File: src/rtl/bpred_btb_pkg.sv
// Shared types for the fetch-side branch predictor / BTB: feedback and result
// records, table entry layout and 2-bit counter encodings.
package bpred_btb_pkg;

  typedef logic [31:0] Address;

  localparam logic [1:0] CTR_SNT = 2'b00;
  localparam logic [1:0] CTR_WNT = 2'b01;
  localparam logic [1:0] CTR_WT  = 2'b10;
  localparam logic [1:0] CTR_ST  = 2'b11;

  typedef struct packed {
    logic   fb_taken;
    logic   fb_not_taken;
    Address fb_pc;
    Address jump_vec;
  } Branch_control;

  // Tag is held right-aligned in the widest possible field (index is >= 1 bit).
  typedef struct packed {
    logic        valid;
    logic [30:0] tag;
    Address      target;
    logic [1:0]  ctr;
  } Bpred_entry;

  typedef struct packed {
    logic   valid;
    Address pc;
    logic   taken;
    Address npc;
    logic   hit;
  } Bpred_result;

  function automatic logic [30:0] tag_of(input Address pc, input int idx_w);
    return 31'(pc >> idx_w);
  endfunction

endpackage

File: src/rtl/bpred_ctr2.sv
// Two-bit saturating counter next-state; increment takes priority over decrement.
module bpred_ctr2
  import bpred_btb_pkg::*;
(
  input  logic [1:0] ctr,
  input  logic       inc,
  input  logic       dec,
  output logic [1:0] ctr_next
);

  always_comb begin
    ctr_next = ctr;
    if (inc) begin
      if (ctr != CTR_ST) ctr_next = ctr + 2'd1;
    end else if (dec) begin
      if (ctr != CTR_SNT) ctr_next = ctr - 2'd1;
    end
  end

endmodule

File: src/rtl/bpred_btb.sv
// Direct-mapped BTB with 2-bit direction counters; registered one-cycle lookup,
// training from branch resolution feedback, single-edge invalidate on reset.
module bpred_btb
  import bpred_btb_pkg::*;
#(
  parameter  int ENTRIES = 16,
  localparam int IDX_W   = $clog2(ENTRIES)
) (
  input  logic          clk,
  input  logic          reset,
  input  logic          fetch_valid,
  input  Address        fetch_pc,
  input  logic          flush,
  input  Branch_control fb,
  output Bpred_result   pred
);

  // Flop array: every valid bit must clear on the same edge, so no RAM here.
  Bpred_entry tab [ENTRIES];

  logic [IDX_W-1:0] lk_idx;
  logic [IDX_W-1:0] fb_idx;
  logic             lk_hit;
  logic             lk_taken;
  logic             fb_hit;
  logic [1:0]       ctr_next;

  assign lk_idx   = fetch_pc[IDX_W-1:0];
  assign fb_idx   = fb.fb_pc[IDX_W-1:0];
  assign lk_hit   = tab[lk_idx].valid && (tab[lk_idx].tag == tag_of(fetch_pc, IDX_W));
  assign lk_taken = lk_hit && tab[lk_idx].ctr[1];
  assign fb_hit   = tab[fb_idx].valid && (tab[fb_idx].tag == tag_of(fb.fb_pc, IDX_W));

  bpred_ctr2 u_ctr (
    .ctr      (tab[fb_idx].ctr),
    .inc      (fb.fb_taken),
    .dec      (fb.fb_not_taken),
    .ctr_next (ctr_next)
  );

  always_ff @(posedge clk) begin
    if (!reset) begin
      for (int i = 0; i < ENTRIES; i++) tab[i].valid <= 1'b0;
    end else if (fb.fb_taken) begin
      if (fb_hit) begin
        tab[fb_idx].target <= fb.jump_vec;
        tab[fb_idx].ctr    <= ctr_next;
      end else begin
        tab[fb_idx].valid  <= 1'b1;
        tab[fb_idx].tag    <= tag_of(fb.fb_pc, IDX_W);
        tab[fb_idx].target <= fb.jump_vec;
        tab[fb_idx].ctr    <= CTR_WT;
      end
    end else if (fb.fb_not_taken && fb_hit) begin
      tab[fb_idx].ctr <= ctr_next;
    end
  end

  // Lookup reads the table before this edge's training write lands.
  always_ff @(posedge clk) begin
    if (!reset) begin
      pred <= '0;
    end else begin
      pred.valid <= fetch_valid && !flush;
      pred.pc    <= fetch_pc;
      pred.taken <= lk_taken;
      pred.npc   <= lk_taken ? tab[lk_idx].target : fetch_pc + 32'd1;
      pred.hit   <= lk_hit;
    end
  end

  a_fb_exclusive: assert property (@(posedge clk) disable iff (!reset)
    !(fb.fb_taken && fb.fb_not_taken));

endmodule

File: config.mk
export PLATFORM = sky130hd
export DESIGN_NAME = bpred_btb
export DESIGN_NICKNAME = d
export VERILOG_FILES = /design/src/rtl/bpred_btb_pkg.sv /design/src/rtl/bpred_ctr2.sv /design/src/rtl/bpred_btb.sv
export SDC_FILE = /design/constraint.sdc
export NUM_CORES = 1
export LEC_CHECK = 0
export BUFFER_PORTS_ARGS = -buffer_cell sky130_fd_sc_hd__clkbuf_2
export CAP_MARGIN = 20
export CORE_AREA = 2 2 309 311
export CTS_BUF_LIST = sky130_fd_sc_hd__clkbuf_8
export DETAILED_ROUTE_END_ITERATION = 7
export DIE_AREA = 0 0 311 313
export GPL_ROUTABILITY_DRIVEN = 0
export PLACE_DENSITY = 0.73
export SETUP_SLACK_MARGIN = 0.2
export SLEW_MARGIN = 10
export SYNTH_ARGS = -nofsm -noshare
export SYNTH_HDL_FRONTEND = slang
export SYNTH_SLANG_ARGS = --single-unit
File: constraint.sdc
create_clock -name clk -period 13.7 [get_ports clk]
set_input_delay 1.37 -clock clk [delete_from_list [all_inputs] [get_ports clk]]
set_output_delay 1.37 -clock clk [all_outputs]
set_load 0.02 [all_outputs]
**Word level (Yosys, flattened, before mapping)**

Memory sizes are Yosys's and may differ from the RTL's.
Cells that the tools add are included.
Widths: inputs -> output; s select.

- Input bits: 102
- Word-level logic and storage cells: 47
- Memory bits (writable): 1,008
- Memories kept: 1
- ROM bits: 0
- Bits in latches: 0
- Register bits after elaboration: 67

- Multiplexer cells: 24
- Bitwise logic cells: 3
- Div/mod/pow operators: 0
- Equal/unequal tests: 3
- Multiply operators: 0
- Add/subtract/negate cells: 3
- Shifts and indexed selects: 0
- Order comparisons: 0
- Reduce and logical (&&, ||, !) cells: 8

Memories:

| name | depth | bits a word | rd ports | clocked after Yosys merged registers in | wr ports | line | RTL |
|---|---|---|---|---|---|---|---|
| tab | 16 | 63 | 2 | 0 | 16 | bpred_btb.sv:19 | `Bpred_entry tab [ENTRIES];` |

Operators by type and width:

| kind | count |
|---|---|
| $mux 32 | 2 |
| $mux 63 | 1 |
| $reduce_or 63->1 | 1 |
| $eq 31x28->1 | 2 |
| $add 32x1->32 const B | 1 |
| $mux 1 | 13 |
| $mux 2 | 6 |
| $mux 4 | 2 |
| $logic_and 1x1->1 | 5 |
| $or 1x1->1 | 3 |
| $add 2x1->2 const B | 1 |
| $ne 2x2->1 const B | 1 |
| $reduce_bool 2->1 | 1 |
| $sub 2x1->2 const B | 1 |
| $logic_not 1->1 | 1 |

**Logic depth before layout (Yosys ltp)**

An unclocked memory read counts as a cell.

- Depth in word-level cells: 11
- Depth in mapped cells: 15
- Mapped depth without buffers: 8

**Modules after synthesis**

A second synthesis with hierarchy kept.

- Cells, all modules: 2,504
- Area total of the unflattened synthesis: 46,555.9 µm²

Modules (own cells, without submodules):

| module | area an instance (µm²) | times used | cells an instance |
|---|---|---|---|
| bpred_btb | 46,509.6 | 1 | 2,496 |
| bpred_ctr2 | 46.3 | 1 | 8 |

**Worst setup path before layout**

OpenSTA, ideal clock, no wires.

- Path type: input port to flip-flop
- From: input fb[32] (netlist name)
- To: memory tab[3][34] (netlist name), enable pin
- Path buffers: 6
- Slack: 8,262 ps
- Arrival: 5,025 ps
- Library setup time: 413 ps
- Stages on the path: 14
- Cell sequence: buf_2 buf_4 buf_2 nor2_1 a22o_1 a221oi_1 a21oi_1 o2111a_1 and4_1 and4_1 buf_2 buf_4 buf_4 nor2_1

RTL lines:

| item | line | RTL |
|---|---|---|
| from (decl) | bpred_btb.sv:14 | `input Branch_control fb,` |
| to (decl) | bpred_btb.sv:19 |  |

==> results.toml <==
[run_status]
status = "finished with violations"
violations = "DRC"

[logic_synthesis]
yosysTopAreaCell = "edfxtp_1"
synthXorXnorAreaFrac_pct = 1.487
synth_top_family_by_area = "multiplexers"
synth_area_leaders = "edfxtp_1, mux4_2, dfxtp_1"
yosysWarnings = 0
postSynthAreaPerCell_um2 = 19.05
synth_flop_cell = "edfxtp_1"
muxShareOfSynthArea_pct = 22.16
yosysMostFrequentCell = "edfxtp_1"
ys_types = 74
synth-seq-cells = 1075
netlist_area_um2 = 46540
synth_edf_count = 992
synthCells = 2443
synthArstFlopShare_pct = 0
synth_top_cell_area_share_pct = 64.01
synth-simple-area-share_pct = 3.646
synth_compound_area_share_pct = 3.105
synth_fa_ha_area_share_pct = 0.02688
yosys-top-cells-count = "edfxtp_1, mux4_2, mux2i_1"
synth_nets = 2546
seq_area_frac_synth_pct = 67.58

[routing]
drtIter0Drc = 3704
drt-met1-wl_um = 46870
dr_wl_met2_um = 60380
met3_length_um = 15690
ant_nets = 0
routed_wl_um = 128900
via_count = 26799
post_drt_wl_per_cell_um = 31.53
highest_layer = "met5"
viasPerCell = 6.557
firstDrtPassIters = 8
route.detailed.drc = 9

[sta]
fin_ws_ps = 7681
fin_crit_sh_pct = 43.93
tightest_slew_ps = 1142
max_freq_mhz = 166.1
fin_setup_tns_ps = 0
drv_slew = 0
max_slew_margin_pct = 23.28
finalSetupViolCount = 0
final_hold_viol_count = 0
rsz0062_at_grt = "false"
fin_worst_skew_ps = 47.39
period_needed_ps = 6019

[worst_setup_path]
required_ps = 14250
max_stage_delay_ps = 790
crit_family = "buffers and inverters"
worst_path_most_repeated_cell = "buf_4"
crit_type = "in2reg"
worstRegToRegCells = 10
startpoint_type = "input port"
path_cells = "buf_6 > buf_4 > mux4_2 > a22o_1 > a221oi_1 > xor2_1 > o2111ai_1 > nor4_1 > and4_2 > buf_4 > a21oi_1 > buf_4"
cp.arrival_ps = 6560
r2r_start = "tab[8][44]"
reg2reg_slack_ps = 9270
slowest_stage = "buf_4"
end_kind = "flop"
path_buf_inv = 4
crit_path_max_fanout = 61
timing.rr.end = "tab[2][1]"

[die]
dieArea_um2 = 97340
core.rowCount = 113
die_h_um = 313
die_w_um = 311
start_util_pct = 49.42
core_um2 = 94160
num_io_pins = 169

[power]
p_int_uw = 5190
pwr-share-seq_pct = 53.6
clkPwrFrac_pct = 38.4
power_uw = 6812
switchingPower_uw = 1622
switching_share_pct = 23.81
leakagePower_uw = 0.01750
vdd_ir_drop_max_mv = 0.09886
power_density_nw_per_um2 = 130.8
combPwrFrac_pct = 8.0

[cells_and_area]
filler_cell_count = 7225
area_growth_pct = 11.89
layout.nets = 2781
finalNonFillerCells = 4087
drive_above_1_share_pct = 31.56

[clock_tree]
clock_latency_ps = 850
root_buffer = "clkbuf_8"
cts_buffer_depth = 3
ctsHoldBuffers = 0
cts_buffers = 167
clock_sink_count = 1075
cts_setup_buffers = 0
tritoncts = "done"
cts_resized = 0
clk_pin_slew_worst_paths_ps = 60
htree_levels = 4

[global_route]
antenna_found_initial = 11
track_usage_pct = 26.61
gr-total-overflow = 0
grt_pass1_wl_um = 187000
grt_max_degree = 89
grt_pass1_vias = 27062

[place]
dpl.cell_count = 3770
portBuffers = 168
pre_cts_slack_ps = 6835
place_hpwl_um = 78470

[hold_path]
whs_endpoint = "tab[3][62]"
hold_start = "tab[3][62]"
min_delay_path_depth = 2
hold_class = "reg2reg"

[run]
maxCapViolations = 0
cell type report:
type / count / area [um2] / share of cell area (%)
Multi-Input combinational cell: 1173 / 14280 / 27.42
Clock inverter: 126 / 773.2 / 1.485
Sequential cell: 1075 / 31450 / 60.40
Inverter: 37 / 141.4 / 0.2715
Antenna cell: 8 / 20.02 / 0.03844
Timing Repair Buffer: 224 / 1361 / 2.614
Clock buffer: 179 / 2464 / 4.731
Tap cell: 1265 / 1583 / 3.039
how the worst max path moves through the flow:
stage,to,slack [ps],depth (start not counted),startpoint
3_5_place_dp,tab[9][1],6840,11,fb[33]
3_3_place_gp,tab[12][38],7040,11,fb[32]
4_1_cts,tab[8][1],7690,11,fb[33]
6_report,tab[2][1],7680,12,fb[33]
5_1_grt,tab[8][51],7530,12,fb[33]
2_1_floorplan,tab[3][34],8260,14,fb[32]
logic make-up (layout without fill, tap and decap cells):
group	after synthesis	count (layout)
compound gates	200	200
xor+xnor	79	79
fa+ha+maj	1	1
buf+inv	195	566
flops	1075	1075
mux	552	552
other cells	0	8
simple gates	341	341
routing by layer:
layer  global-route usage, %  up-vias
met5                       0        -
met4                   12.56       10
met3                   7.033      312
met2                   41.09     1911
met1                   35.64    13939
li1                        -    10627
state kept, by name, summed over array words and instances, names as in the netlist:
signal / cells
pred: 67
tab: 1008
per-stage QoR:
step | hold WS [ps] | util, % | area (um2)
finish | 483.5 | 55.30 | 52070
global route | 505.1 | 55.30 | 52070
CTS | 477.6 | 55.22 | 52000
detailed placement | 463.8 | 51.79 | 48760
global placement | 449.4 | 51.74 | 48720
floorplan | 436.2 | - | 46540
cell usage in the layout, fill, tap and decap left out, drive strengths merged, types with 5 or more instances in the layout:
cell type / n
nand4: 14
a22o: 9
diode: 8
and4: 5
o41ai: 5
mux2i: 157
or3: 6
nand2: 128
bufinv: 7
xnor2: 38
buf: 64
o22ai: 17
and2: 39
a41o: 13
o21ai: 40
inv: 87
nor4: 10
mux4: 379
mux2: 16
clkinv: 66
nor2: 56
nand2b: 11
and3: 6
a21oi: 27
nor3: 14
clkbuf: 339
a22oi: 24
a31o: 5
a221oi: 9
nand3: 23
xor2: 41
a31oi: 7
nor2b: 11
dfxtp: 83
edfxtp: 992
power by group through the flow:
stage	Sequential [uW]	Clock (uW)	Combinational [uW]
3_3_place_gp	3720	0	524
6_report	3650	2610	545
3_5_place_dp	3720	0	534
2_1_floorplan	3730	0	324
5_1_grt	3650	2790	570
4_1_cts	3650	2640	535
worst register-to-register path, delay by kind of cell (launching register included):
kind	cells	cell delay (ps)
buf+inv	2	900
flops	1	420
simple gates	2	910
compound gates	4	1050
xor+xnor	1	390
mux	1	460
Power figures use the tool's default switching activity.
